## src/rtl/sme_pkg.sv

```systemverilog
// sme_pkg: shared types and constants for the string-match feeder.
`default_nettype none

package sme_pkg;

    localparam int STR_MAX  = 32;
    localparam int PAT_MAX  = 8;
    localparam int WDOG_MAX = 255;

    localparam logic [7:0] CH_CARET  = 8'h5E;
    localparam logic [7:0] CH_DOLLAR = 8'h24;
    localparam logic [7:0] CH_DOT    = 8'h2E;
    localparam logic [7:0] CH_STAR   = 8'h2A;
    localparam logic [7:0] CH_SPACE  = 8'h20;

    typedef enum logic [2:0] {
        IDLE     = 3'd0,
        LOAD_S   = 3'd1,
        LOAD_P   = 3'd2,
        SEND_S   = 3'd3,
        SEND_P   = 3'd4,
        WAIT_RES = 3'd5,
        HOLD     = 3'd6
    } state_t;

endpackage

`default_nettype wire

```

## src/rtl/sme_char_buf.sv

```systemverilog
// sme_char_buf: byte-wide register buffer, one synchronous write port and
// one combinational read port, cleared by the asynchronous reset.
`default_nettype none

module sme_char_buf #(
    parameter int DEPTH = 8,
    parameter int AW    = $clog2(DEPTH)
) (
    input  logic          clk,
    input  logic          reset,
    input  logic          wr_en,
    input  logic [AW-1:0] wr_addr,
    input  logic [7:0]    wr_data,
    input  logic [AW-1:0] rd_addr,
    output logic [7:0]    rd_data
);

    logic [7:0] mem [DEPTH];

    always_ff @(posedge clk or negedge reset) begin
        if (!reset) begin
            for (int i = 0; i < DEPTH; i++) begin
                mem[i] <= 8'h00;
            end
        end else if (wr_en) begin
            mem[wr_addr] <= wr_data;
        end
    end

    assign rd_data = mem[rd_addr];

endmodule

`default_nettype wire

```

## src/rtl/sme_feeder.sv

```systemverilog
// sme_feeder: buffers string/pattern records, replays them as isstring then
// ispattern bursts to the matcher, and holds the matcher's result.
`default_nettype none

module sme_feeder
    import sme_pkg::*;
(
    input  logic       clk,
    input  logic       reset,
    input  logic       in_valid,
    output logic       in_ready,
    input  logic [7:0] in_data,
    input  logic       in_is_pat,
    input  logic       in_last,
    output logic [7:0] chardata,
    output logic       isstring,
    output logic       ispattern,
    input  logic       valid,
    input  logic       match,
    input  logic [4:0] match_index,
    output logic       res_valid,
    input  logic       res_ready,
    output logic       res_match,
    output logic [4:0] res_index,
    output logic       res_err
);

    localparam logic [5:0] STR_FULL  = 6'(STR_MAX);
    localparam logic [3:0] PAT_FULL  = 4'(PAT_MAX);
    localparam logic [7:0] WDOG_LAST = 8'(WDOG_MAX - 1);

    state_t     state, state_nx;
    logic [5:0] str_len;
    logic [3:0] pat_len;
    logic [5:0] send_idx;
    logic [7:0] wdog;
    logic       rec_err;
    logic       str_new;
    logic       str_loaded;
    logic       res_match_q;
    logic [4:0] res_index_q;
    logic       res_err_q;

    logic       accept;
    logic       is_str_byte, is_pat_byte, bad_kind;
    logic [5:0] str_cnt;
    logic [3:0] pat_cnt;
    logic       str_ovf, pat_ovf, str_wr, pat_wr;
    logic       err_now, str_new_now;
    state_t     end_target;
    logic [7:0] str_rd, pat_rd;

    // Byte classification for the load phase; in IDLE a record restarts at 0.
    assign accept      = in_valid && in_ready;
    assign is_str_byte = accept && !in_is_pat && (state == IDLE || state == LOAD_S);
    assign is_pat_byte = accept &&  in_is_pat && (state == IDLE || state == LOAD_P);
    assign bad_kind    = accept && ((state == LOAD_S &&  in_is_pat) ||
                                    (state == LOAD_P && !in_is_pat));
    assign str_cnt     = (state == LOAD_S) ? str_len : 6'd0;
    assign pat_cnt     = (state == LOAD_P) ? pat_len : 4'd0;
    assign str_ovf     = is_str_byte && (str_cnt == STR_FULL);
    assign pat_ovf     = is_pat_byte && (pat_cnt == PAT_FULL);
    assign str_wr      = is_str_byte && !str_ovf;
    assign pat_wr      = is_pat_byte && !pat_ovf;
    assign err_now     = ((state != IDLE) && rec_err) || bad_kind || str_ovf || pat_ovf;
    assign str_new_now = (state == IDLE) ? !in_is_pat : str_new;

    // Where a completed record goes: rejected, fresh string, or reused string.
    always_comb begin
        end_target = HOLD;
        if (!err_now && (str_new_now || str_loaded)) begin
            end_target = str_new_now ? SEND_S : SEND_P;
        end
    end

    sme_char_buf #(.DEPTH(STR_MAX)) u_str_buf (
        .clk     (clk),
        .reset   (reset),
        .wr_en   (str_wr),
        .wr_addr (str_cnt[4:0]),
        .wr_data (in_data),
        .rd_addr (send_idx[4:0]),
        .rd_data (str_rd)
    );

    sme_char_buf #(.DEPTH(PAT_MAX)) u_pat_buf (
        .clk     (clk),
        .reset   (reset),
        .wr_en   (pat_wr),
        .wr_addr (pat_cnt[2:0]),
        .wr_data (in_data),
        .rd_addr (send_idx[2:0]),
        .rd_data (pat_rd)
    );

    always_ff @(posedge clk or negedge reset) begin
        if (!reset) begin
            state <= IDLE;
        end else begin
            state <= state_nx;
        end
    end

    always_comb begin
        state_nx = state;
        case (state)
            IDLE: begin
                if (accept) begin
                    if (in_is_pat) begin
                        state_nx = in_last ? end_target : LOAD_P;
                    end else begin
                        state_nx = in_last ? LOAD_P : LOAD_S;
                    end
                end
            end
            LOAD_S: begin
                if (accept && in_last) begin
                    state_nx = LOAD_P;
                end
            end
            LOAD_P: begin
                if (accept && in_last) begin
                    state_nx = end_target;
                end
            end
            SEND_S: begin
                if (send_idx == str_len - 6'd1) begin
                    state_nx = SEND_P;
                end
            end
            SEND_P: begin
                if (send_idx == {2'b00, pat_len} - 6'd1) begin
                    state_nx = WAIT_RES;
                end
            end
            WAIT_RES: begin
                if (valid || wdog == WDOG_LAST) begin
                    state_nx = HOLD;
                end
            end
            HOLD: begin
                if (res_ready) begin
                    state_nx = IDLE;
                end
            end
            default: state_nx = IDLE;
        endcase
    end

    // Gating with reset makes the strobes fall the moment reset asserts.
    always_comb begin
        in_ready  = 1'b0;
        isstring  = 1'b0;
        ispattern = 1'b0;
        chardata  = 8'h00;
        res_valid = 1'b0;
        if (reset) begin
            in_ready  = (state == IDLE) || (state == LOAD_S) || (state == LOAD_P);
            isstring  = (state == SEND_S);
            ispattern = (state == SEND_P);
            res_valid = (state == HOLD);
            if (state == SEND_S) begin
                chardata = str_rd;
            end else if (state == SEND_P) begin
                chardata = pat_rd;
            end
        end
    end

    always_ff @(posedge clk or negedge reset) begin
        if (!reset) begin
            str_len     <= 6'd0;
            pat_len     <= 4'd0;
            send_idx    <= 6'd0;
            wdog        <= 8'd0;
            rec_err     <= 1'b0;
            str_new     <= 1'b0;
            str_loaded  <= 1'b0;
            res_match_q <= 1'b0;
            res_index_q <= 5'd0;
            res_err_q   <= 1'b0;
        end else begin
            if (accept) begin
                rec_err <= err_now;
                str_new <= str_new_now;
            end
            // A new string overwrites the buffer, so the old one is no longer reusable.
            if (is_str_byte && state == IDLE) begin
                str_loaded <= 1'b0;
                pat_len    <= 4'd0;
            end else if (state == SEND_S) begin
                str_loaded <= 1'b1;
            end
            if (str_wr) begin
                str_len <= str_cnt + 6'd1;
            end
            if (pat_wr) begin
                pat_len <= pat_cnt + 4'd1;
            end

            if (state == SEND_S && state_nx == SEND_P) begin
                send_idx <= 6'd0;
            end else if (state == SEND_S || state == SEND_P) begin
                send_idx <= send_idx + 6'd1;
            end else begin
                send_idx <= 6'd0;
            end

            wdog <= (state == WAIT_RES && !valid) ? wdog + 8'd1 : 8'd0;

            if (state_nx == HOLD && state != HOLD) begin
                if (state == WAIT_RES && valid) begin
                    res_match_q <= match;
                    res_index_q <= match_index;
                    res_err_q   <= 1'b0;
                end else begin
                    res_match_q <= 1'b0;
                    res_index_q <= 5'd0;
                    res_err_q   <= 1'b1;
                end
            end else if (state == HOLD && res_ready) begin
                res_match_q <= 1'b0;
                res_index_q <= 5'd0;
                res_err_q   <= 1'b0;
            end
        end
    end

    assign res_match = res_match_q;
    assign res_index = res_index_q;
    assign res_err   = res_err_q;

endmodule

`default_nettype wire

```

## config.mk

```make
export PLATFORM = sky130hd
export DESIGN_NAME = sme_feeder
export DESIGN_NICKNAME = d
export VERILOG_FILES = /design/src/rtl/sme_pkg.sv /design/src/rtl/sme_char_buf.sv /design/src/rtl/sme_feeder.sv
export SDC_FILE = /design/constraint.sdc
export NUM_CORES = 1
export LEC_CHECK = 0
export ABC_AREA = 1
export BUFFER_PORTS_ARGS = -buffer_cell sky130_fd_sc_hd__buf_2
export CAP_MARGIN = 20
export CORE_ASPECT_RATIO = 0.5
export CORE_MARGIN = 4
export CORE_UTILIZATION = 40
export CTS_CLUSTER_SIZE = 40
export DETAILED_ROUTE_END_ITERATION = 7
export PLACE_DENSITY = 0.67
export SYNTH_ARGS = -nofsm -noshare
export SYNTH_HDL_FRONTEND = slang
export SYNTH_HIERARCHICAL = 1
export SYNTH_SLANG_ARGS = --single-unit
```

## constraint.sdc

```tcl
create_clock -name clk -period 5.3 [get_ports clk]
set_input_delay 0.53 -clock clk [delete_from_list [all_inputs] [get_ports clk]]
set_output_delay 0.53 -clock clk [all_outputs]
set_load 0.01 [all_outputs]
```

==> impl_results.md <==
- Via Count: about 15k
- Fmax: roughly 240 MHz
- Cells along the critical path: inv_4 -> buf_12 -> nand2_1 -> nand3_1 -> nand3_1 -> nand2_1 -> nand2_1 -> nand2_1 -> nand2_1 -> nand2_1 -> a22o_1 -> buf_2
- Slew Viols, Final: 0
- Crit-path max cell delay: slightly below 1 ns
- Crit path max-delay family: flip-flops
- WP buf/inv: 3
- Slew HR: a little over a fifth
- Mapped Nets: approximately 2.3k
- Top Ports: 40
- Area leader, netlist: dfrtp_1
- Layout cells sized above 1: under 10%
- Vias in the first global route: roughly 14k
- Placed Area: roughly 18000 um2
- Period utilization: around 77%
- Core area: ~44000 um2
- Dpl cells: 2809
- Critical Path RT: between 4 and 5 ns
- CTS Sinks: approximately 360
- Cells after synthesis: 2288
- First-pass GRT wire length: between 70 and 80 mm
- Final Hold Vio Count: 0
- Postcts setup bufs: 0
- Initial DRC count: around 1.5k
- Post-Route WL: 47.00 mm
- RSZ-0062 raised after global routing: false
- Die X: 305.3 um
- Nets: roughly 2.3k
- CTS root buffer: clkbuf_16
- Static leakage: approximately 9.2 nW
- Worst-Margin Slew: approximately 1.2 ns
- Fillers: roughly 4.4k
- Final setup TNS: 0 ns
- Ant diodes: 0
- CTS Buf Count: 36
- Cts repair resizes: 0
- Port buffer count: 39
- Die area: ~48000 um2
- Die height: about 160 um
- Post-synthesis average cell area: slightly below 8 um2
- Arrival time worst endpoint: around 3.6 ns
- GRT Total Usage: between 10% and 20%
- Bufs on Longest Clock Path: 3
- Slowest stage cell, crit path: dfrtp_4
- FFs w/ async S/R, synth: 100.0%
- Min-Delay Path Class: in2reg
- Cell mode on critical path: nand2_1
- Synth Flop Type: dfrtp_1
- Power density over the cells: roughly 430 nW/um2
- Type of destination of the critical path: output port
- CTS tree: yes
- Area Growth Syn to Fin: 9.571%
- DRC: 0
- Initial core utilization: between 40% and 50%
- Seq/Total Area, Yosys: between 50% and 60%
- Clock Latency Late Sink: 0.54 ns
- Synth Register Bits: 357
- Synth warnings: 6
- DP HPWL: 29.03 mm
- Critical path class: reg2out
- Initial antenna violation count: 0
- Post-DRT Antenna Nets: 0
- Fin crit period: 4.097 ns
- Clock-pin slew on the worst setup and hold paths: about 0.060 ns
- EDFF count, synth: 0
- Vias/cell: 5.214
- Total gr overflow: 0
- Placer congestion estimate: around 0.84
- Site Rows: 54
- Largest cells by area after synthesis: dfrtp_1 (51%), nand2_1 (19%), o21ai_0 (8.5%)
- Post-route cell area: roughly 19000 um2
- Status: completed
- Most frequent cell after synthesis: nand2_1
- Crit-path max FO: 67
- Non-filler cells, final: approximately 2.9k
- Mapped cell area: between 15000 and 20000 um2
- Synth cell count leaders: nand2_1 (876), dfrtp_1 (357), o21ai_0 (299)
- Yosys top cell area share: 50.55%
- Netlist cell types: 45
- Max cap viols: 0
- Type of origin of the critical path: flop
- CTS Hold Bufs: 1
- Largest net degree at the start of global routing: a little over 80
- Htree depth: 2
- First-pass DRT Iterations: 5
- Final Setup Violations: 0
- Max VDD drop: roughly 0.21 mV
- Fin Clk Skew: between 0.02 and 0.025 ns
- Drt wl/cell: 16.34 um
==> cell families after synthesis <==
kind of cell    count (synthesis)  share of synthesized area (%)
buf+inv                       289                          7.405
flops                         357                          50.55
compound gates                370                          10.83
fa+ha+maj                       9                         0.6371
xor+xnor                       10                         0.4955
simple gates                 1253                          30.09
==> path summary, 6_finish.rpt <==
| check | startpoint | end | slack (ns) | cells after the start |
|---|---|---|---|---|
| hold reg to reg | u_str_buf/mem[245] | u_str_buf/mem[245] | 0.48 | 2 |
| max in group asynchronous | reset | u_str_buf/mem[243] | 3.06 | 4 |
| min in group asynchronous | reset | u_str_buf/mem[141] | 0.50 | 2 |
| setup reg to reg | state[1] | u_str_buf/mem[254] | 1.33 | 13 |
| setup / recovery | send_idx[0] | chardata[7] | 1.20 | 12 |
| hold / removal | match_index[2] | res_index[2] | 0.20 | 3 |
==> routing by layer <==
metal | routed length [um] | global-route usage (%) | part of all wire, %
met2 | 20940 | 30.83 | 45
met5 | 0 | 0 | 0
met4 | 1173 | 5.371 | 2.5
met1 | 22000 | 28.57 | 47
met3 | 2884 | 2.975 | 6.1
==> where the power goes <==
group / switching (mW) / internal (mW)
combinational: 1.62 / 0.734
sequential: 0.310 / 3.05
clock: 1.07 / 1.48
total: 3.00 / 5.26
==> layout make-up <==
cell class,count,area (um2),area share (%)
Timing Repair Buffer,66,475.5,2.455
Inverter,160,603.1,3.114
Sequential cell,357,8942,46.18
Tap cell,588,735.7,3.799
Clock buffer,56,1099,5.673
Multi-Input combinational cell,1642,7432,38.38
Clock inverter,8,78.83,0.4070
==> sequential cells by signal, indices dropped and copies added, names as in the netlist <==
name           count
u_pat_buf/mem     64
res_index          5
str_new            1
state              3
pat_len            4
u_str_buf/mem    256
send_idx           6
rec_err            1
str_len            6
str_loaded         1
res_match          1
res_err            1
wdog               8
==> cells in the final DEF, fill, tap and decap left out, types with 7 or more instances in the layout <==
cell	n
nor2_1	67
nand2_1	876
clkbuf_16	38
clkbuf_1	10
a22o_1	8
nor3_1	7
buf_4	22
buf_2	38
inv_2	11
inv_1	147
a21oi_1	26
o21ai_0	299
nand3_1	258
clkbuf_8	8
ha_1	9
o21ai_1	23
nand2_2	9
dfrtp_1	354
==> worst reg2reg max path: stages, from the launching register on <==
cell and delay (ns):
dfrtp_1 0.49, nor2_4 0.24, nand2_4 0.11, nor2_1 0.35, inv_1 0.12, ha_1 0.22
inv_1 0.05, nor2_1 0.04, nand2_1 0.10, nor2_4 0.06, nor2_4 0.25, nor3b_2 0.91
nand2_1 0.59, o21ai_0 0.36
==> stage by stage <==
step | setup slack [ns] | total power [mW] | hold slack (ns) | util [%]
6_report | 1.203 | 8.265 | 0.1967 | 44.44
3_5_place_dp | 1.420 | 5.724 | 0.4721 | 41.54
4_1_cts | 1.202 | 8.299 | 0.1809 | 44.27
3_3_place_gp | 1.624 | 5.687 | 0.4649 | 41.54
2_1_floorplan | 2.495 | 4.993 | 0.2344 | -
5_1_grt | 1.018 | 8.803 | 0.1962 | 44.44
Note: power is estimated with default switching activity, not from simulation.
